<file path="src/rtl/fifo_pkg.sv">
// Shared definitions for the synchronous FIFO controller and its storage.
//   fifo_count_w    : width of occupancy count/pointers for a given address width
//   FIFO_MAX_ADDR_W : largest supported ADDR_WIDTH
package fifo_pkg;

    localparam int unsigned FIFO_MIN_ADDR_W = 2;
    localparam int unsigned FIFO_MAX_ADDR_W = 10;

    // Pointers and count carry one extra wrap bit above the storage address.
    function automatic int unsigned fifo_count_w(input int unsigned addr_w);
        return addr_w + 1;
    endfunction

endpackage

</file>
<file path="src/rtl/fifo_dp_regfile.sv">
// Dual-port register file used as FIFO storage.
// Ports:
//   clk    : rising-edge clock
//   w_en   : write strobe, w_data stored at w_addr on the clock edge
//   w_addr : write address
//   w_data : write word
//   r_addr : read address
//   r_data : asynchronous read data at r_addr
// No reset: contents are undefined until written.
module fifo_dp_regfile
    import fifo_pkg::*;
#(
    parameter int unsigned DATA_WIDTH = 384,
    parameter int unsigned ADDR_WIDTH = 3
) (
    input  logic                  clk,
    input  logic                  w_en,
    input  logic [ADDR_WIDTH-1:0] w_addr,
    input  logic [DATA_WIDTH-1:0] w_data,
    input  logic [ADDR_WIDTH-1:0] r_addr,
    output logic [DATA_WIDTH-1:0] r_data
);

    localparam int unsigned DEPTH = 1 << ADDR_WIDTH;

    logic [DATA_WIDTH-1:0] mem [DEPTH];

    // Synchronous write port.
    always_ff @(posedge clk) begin
        if (w_en) begin
            mem[w_addr] <= w_data;
        end
    end

    // Asynchronous read port.
    assign r_data = mem[r_addr];

endmodule

</file>
<file path="src/rtl/fifo_sync_ctrl.sv">
// Parametrised single-clock FIFO: pointer/flag controller plus register-file storage.
// Ports:
//   clk, reset          : rising-edge clock, synchronous active-high reset
//   wr_en, wr_data      : push request and word
//   rd_en               : pop request
//   rd_data             : head-of-queue word (show-ahead), 0 while empty
//   full, empty         : occupancy flags
//   almost_full/empty   : count >= AFULL_THRESH / count <= AEMPTY_THRESH
//   count               : occupancy 0..2**ADDR_WIDTH
//   overflow, underflow : sticky error flags
// Build option: define FIFO_ERR_FLAGS_EN to implement the sticky overflow/underflow
// flags; otherwise they are tied to 0 and no flops are built for them.
module fifo_sync_ctrl
    import fifo_pkg::*;
#(
    parameter int unsigned DATA_WIDTH    = 384,
    parameter int unsigned ADDR_WIDTH    = 3,
    parameter int unsigned AFULL_THRESH  = (1 << ADDR_WIDTH) - 1,
    parameter int unsigned AEMPTY_THRESH = 1
) (
    input  logic                                 clk,
    input  logic                                 reset,
    input  logic                                 wr_en,
    input  logic [DATA_WIDTH-1:0]                wr_data,
    output logic                                 full,
    output logic                                 almost_full,
    input  logic                                 rd_en,
    output logic [DATA_WIDTH-1:0]                rd_data,
    output logic                                 empty,
    output logic                                 almost_empty,
    output logic [fifo_count_w(ADDR_WIDTH)-1:0]  count,
    output logic                                 overflow,
    output logic                                 underflow
);

    localparam int unsigned CNT_W = fifo_count_w(ADDR_WIDTH);
    localparam int unsigned DEPTH = 1 << ADDR_WIDTH;

    // Elaboration-time parameter sanity.
    generate
        if (ADDR_WIDTH < FIFO_MIN_ADDR_W || ADDR_WIDTH > FIFO_MAX_ADDR_W) begin : g_bad_addr_w
            $error("fifo_sync_ctrl: ADDR_WIDTH out of legal range");
        end
        if (AFULL_THRESH > DEPTH) begin : g_bad_afull
            $error("fifo_sync_ctrl: AFULL_THRESH exceeds depth");
        end
        if (AEMPTY_THRESH >= DEPTH) begin : g_bad_aempty
            $error("fifo_sync_ctrl: AEMPTY_THRESH must be below depth");
        end
    endgenerate

    logic [CNT_W-1:0]      wr_ptr_q, wr_ptr_d;
    logic [CNT_W-1:0]      rd_ptr_q, rd_ptr_d;
    logic                  wr_ok;
    logic                  rd_ok;
    logic [DATA_WIDTH-1:0] mem_rdata;

    // Flags decoded purely from registered pointers.
    assign empty        = (wr_ptr_q == rd_ptr_q);
    assign full         = (wr_ptr_q[ADDR_WIDTH-1:0] == rd_ptr_q[ADDR_WIDTH-1:0]) &&
                          (wr_ptr_q[ADDR_WIDTH] != rd_ptr_q[ADDR_WIDTH]);
    assign count        = wr_ptr_q - rd_ptr_q;
    assign almost_full  = (count >= CNT_W'(AFULL_THRESH));
    assign almost_empty = (count <= CNT_W'(AEMPTY_THRESH));

    // A read frees a slot in the same cycle, so a full FIFO can still accept a write.
    assign rd_ok = rd_en & ~empty;
    assign wr_ok = wr_en & (~full | rd_ok);

    // Pointer next-state.
    always_comb begin
        wr_ptr_d = wr_ptr_q;
        rd_ptr_d = rd_ptr_q;
        if (wr_ok) begin
            wr_ptr_d = wr_ptr_q + CNT_W'(1);
        end
        if (rd_ok) begin
            rd_ptr_d = rd_ptr_q + CNT_W'(1);
        end
    end

    always_ff @(posedge clk) begin
        if (reset) begin
            wr_ptr_q <= '0;
            rd_ptr_q <= '0;
        end else begin
            wr_ptr_q <= wr_ptr_d;
            rd_ptr_q <= rd_ptr_d;
        end
    end

    fifo_dp_regfile #(
        .DATA_WIDTH (DATA_WIDTH),
        .ADDR_WIDTH (ADDR_WIDTH)
    ) u_regfile (
        .clk    (clk),
        .w_en   (wr_ok & ~reset),
        .w_addr (wr_ptr_q[ADDR_WIDTH-1:0]),
        .w_data (wr_data),
        .r_addr (rd_ptr_q[ADDR_WIDTH-1:0]),
        .r_data (mem_rdata)
    );

    // Storage is never cleared, so mask stale words while empty.
    assign rd_data = empty ? '0 : mem_rdata;

`ifdef FIFO_ERR_FLAGS_EN
    logic overflow_q, overflow_d;
    logic underflow_q, underflow_d;

    // Sticky error capture until reset.
    always_comb begin
        overflow_d  = overflow_q  | (wr_en & full & ~rd_en);
        underflow_d = underflow_q | (rd_en & empty);
    end

    always_ff @(posedge clk) begin
        if (reset) begin
            overflow_q  <= 1'b0;
            underflow_q <= 1'b0;
        end else begin
            overflow_q  <= overflow_d;
            underflow_q <= underflow_d;
        end
    end

    assign overflow  = overflow_q;
    assign underflow = underflow_q;
`else
    assign overflow  = 1'b0;
    assign underflow = 1'b0;
`endif

endmodule
</file>
<file path="config.mk">
export PLATFORM = sky130hd
export DESIGN_NAME = fifo_sync_ctrl
export DESIGN_NICKNAME = d
export VERILOG_FILES = /design/src/rtl/fifo_pkg.sv /design/src/rtl/fifo_dp_regfile.sv /design/src/rtl/fifo_sync_ctrl.sv
export SDC_FILE = /design/constraint.sdc
export NUM_CORES = 2
export LEC_CHECK = 0
export BUFFER_PORTS_ARGS = -buffer_cell sky130_fd_sc_hd__buf_2
export CAP_MARGIN = 20
export CELL_PAD_IN_SITES_DETAIL_PLACEMENT = 0
export CELL_PAD_IN_SITES_GLOBAL_PLACEMENT = 1
export CORE_UTILIZATION = 39
export DETAILED_ROUTE_END_ITERATION = 10
export PLACE_DENSITY = 0.64
export SYNTH_ARGS = -nofsm -noshare
export SYNTH_HDL_FRONTEND = slang
export SYNTH_SLANG_ARGS = --single-unit
</file>
<file path="constraint.sdc">
create_clock -name clk -period 29.9 [get_ports clk]
set_input_delay 1.495 -clock clk [delete_from_list [all_inputs] [get_ports clk]]
set_output_delay 1.495 -clock clk [all_outputs]
set_load 0.1 [all_outputs]
</file>
==> results.json <==
{
  "setup_ws_ns": 22.03,
  "timing.critical_path.cells": "buf_4, buf_12, buf_4, buf_12, mux4_2, a22o_1, buf_2",
  "min_period_ns": 7.87,
  "nNetsFinal": 5914,
  "synth_cell_type_count": 38,
  "vias": 52372,
  "cp_max_fo": 99,
  "detail_route.iter0.violations": 4439,
  "syn_avg_cell_area_um2": 25.2,
  "maxSlewViolCount": 0,
  "numCtsBuffers": 323,
  "synth_enable_flop_cells": 3072,
  "arrival_ns": 6.37,
  "chipHeight_um": 545,
  "gr-total-overflow": 0,
  "finalNonFillerCells": 9738,
  "leakage_nw": 42.7,
  "p_per_area_nw_per_um2": 80.9,
  "nFillCells": 24418,
  "fin_worst_skew_ns": 0.0381,
  "avgViaCountPerCell": 5.38,
  "cts.path.max_buffers": 4,
  "ctsResizeCount": 0,
  "cap_viol_max_count": 0,
  "grt_pass1_wl_mm": 387,
  "wirelength_mm": 267,
  "die-area_um2": 297000,
  "ys_ff_latch": 3083,
  "grt_antenna_before_repair": 125,
  "worstSkewPairLatency_ns": 0.91,
  "rsz0062_at_grt": "no",
  "end_kind": "primary output",
  "setup_violations": 0,
  "async_flop_share_pct": 0,
  "outcome": "finished with violations",
  "tightestPinTransition_ns": 1.21,
  "place_congestion": 0.745,
  "portBuffers": 779,
  "dp_cells": 9113,
  "max_stage_delay_ns": 0.87,
  "cts_tree": "yes",
  "antenna_left": 0,
  "start_kind": "flip-flop",
  "critical-path-slowest-cell": "buf_4",
  "synthTopCellsByArea": "edfxtp_1, mux4_2, a22o_1",
  "h-tree-depth": 5,
  "firstDrtPassIters": 11,
  "clock_sinks": 3083,
  "wl_per_cell_um": 27.5,
  "die_x_um": 545,
  "coreArea_um2": 294000,
  "drc": 311,
  "syn_to_final_growth_pct": 16.2,
  "crit_required_ns": 28.41,
  "place_ws_ns": 22.73,
  "grt_usage_pct": 17.7,
  "fmax_mhz": 127,
  "clkSlewWorstSetupHoldPaths_ns": 0.06,
  "ys_warn_count": 0,
  "drive_gt1_share_pct": 36.4,
  "grt_max_degree": 132,
  "synthCells": 4574,
  "ys_seq_area_share_pct": 80.4,
  "irDropWorstVdd_uv": 67.1,
  "hold_path.class": "reg -> reg",
  "ys_dominant_reg_cell": "edfxtp_1",
  "netlist_area_um2": 115000,
  "grt_pass1_vias": 54333,
  "synth_top_area_share_pct": 80.2,
  "start_util_pct": 39.2,
  "hpwl_mm": 148,
  "max_slew_margin_pct": 19.1,
  "synth_top_area_cell": "edfxtp_1",
  "tns_ns": 0,
  "ios": 782,
  "cts_root_buf": "clkbuf_16",
  "final_hold_viol_count": 0,
  "violations": "DRC",
  "num_rows": 199,
  "path_class": "reg -> out",
  "ctsHoldBuffers": 0,
  "cts_setup_buffers": 0,
  "fin_util_pct": 45.5,
  "finalCritPeriodShare_pct": 26.3
}
==> where the power goes <==
part           switching [mW]  internal (mW)
clock network            1.64           2.18
registers              0.0192           4.81
logic                    1.64          0.517
==> critical path: cells and delay by family, from the launching register on <==
family	cells	cell delay, ns
flip-flops	1	0.79
buffers and inverters	5	3.28
AO/OA/AOI/OAI	1	0.38
multiplexers	1	0.59
==> cells by family after synthesis <==
logic type | after synthesis | share of synthesized area (%)
buffers and inverters | 269 | 1.27
xor gates and xnor gates | 3 | 0.0294
muxes | 775 | 15.1
AOI/OAI and AO/OA | 401 | 3.03
DFF | 3083 | 80.4
other | 1 | 0.00326
and+or+nand+nor | 36 | 0.146
adders and majority gates | 6 | 0.0718
==> stage by stage <==
| step | instance area [um2] | power, mW | hold slack, ns |
|---|---|---|---|
| 2_1_floorplan | 115000 | 6.70 | 0.476 |
| 3_3_place_gp | 123000 | 7.10 | 0.513 |
| 3_5_place_dp | 123000 | 7.12 | 0.559 |
| 4_1_cts | 134000 | 10.9 | 0.566 |
| 5_1_grt | 134000 | 11.2 | 0.624 |
| 6_report | 134000 | 10.8 | 0.558 |
==> cells in the final DEF, fill, tap and decap left out, drive strengths merged, types with 5 or more instances in the layout <==
cell / instances
a21oi: 6
a22o: 384
buf: 880
bufinv: 19
clkbuf: 388
clkinv: 154
clkinvlp: 6
dfxtp: 11
diode: 43
edfxtp: 3072
ha: 5
inv: 23
mux2: 6
mux4: 768
nand2: 7
nor2: 15
nor2b: 5
==> flip-flops by register name, summed over array words and instances (netlist names), named ones only <==
signal         count
wr_ptr_q           4
u_regfile.mem   3072
rd_ptr_q           4
==> path summary, 6_finish.rpt <==
kind | start | endpoint | slack (ns) | cells past startpoint
setup / recovery | flip-flop | rd_data[262] | 22.03 | 7
hold / removal | wr_ptr_q[0] | wr_ptr_q[0] | 0.56 | 2
setup reg to reg | wr_ptr_q[0] | u_regfile.mem[4][238] | 24.38 | 10
hold reg to reg | wr_ptr_q[0] | wr_ptr_q[0] | 0.56 | 2
==> routing by layer <==
metal,vias up,global-route usage [%],wire length [um]
met3,496,5.72,22600
met5,-,0,663
met1,28179,23.2,108000
li1,22023,-,-
met4,102,3.80,5160
met2,1572,28.8,130000
==> cell usage after synthesis, types with 2 or more instances <==
| library cell | n |
|---|---|
| ha_1 | 5 |
| xor2_1 | 2 |
| buf_6 | 29 |
| and3_1 | 2 |
| edfxtp_1 | 3072 |
| nor2_1 | 15 |
| a22o_1 | 384 |
| clkbuf_1 | 59 |
| inv_1 | 9 |
| dfxtp_1 | 11 |
| a21oi_1 | 5 |
| a31oi_1 | 2 |
| nor3_1 | 2 |
| nand2_1 | 7 |
| nor2b_1 | 5 |
| buf_2 | 124 |
| nand4_1 | 2 |
| mux4_2 | 768 |
| mux2_2 | 6 |
| buf_4 | 21 |
| buf_1 | 27 |
==> final cells by class <==
| cell class | count | area [um2] | area share [%] |
|---|---|---|---|
| Antenna cell | 43 | 108 | 0.0805 |
| Clock buffer | 388 | 8410 | 6.29 |
| Clock inverter | 193 | 1700 | 1.27 |
| Inverter | 9 | 33.8 | 0.0253 |
| Multi-Input combinational cell | 1223 | 21200 | 15.9 |
| Sequential cell | 3083 | 92500 | 69.2 |
| Tap cell | 3919 | 4900 | 3.67 |
| Timing Repair Buffer | 880 | 4870 | 3.64 |
(Power assumes the default switching activity.)
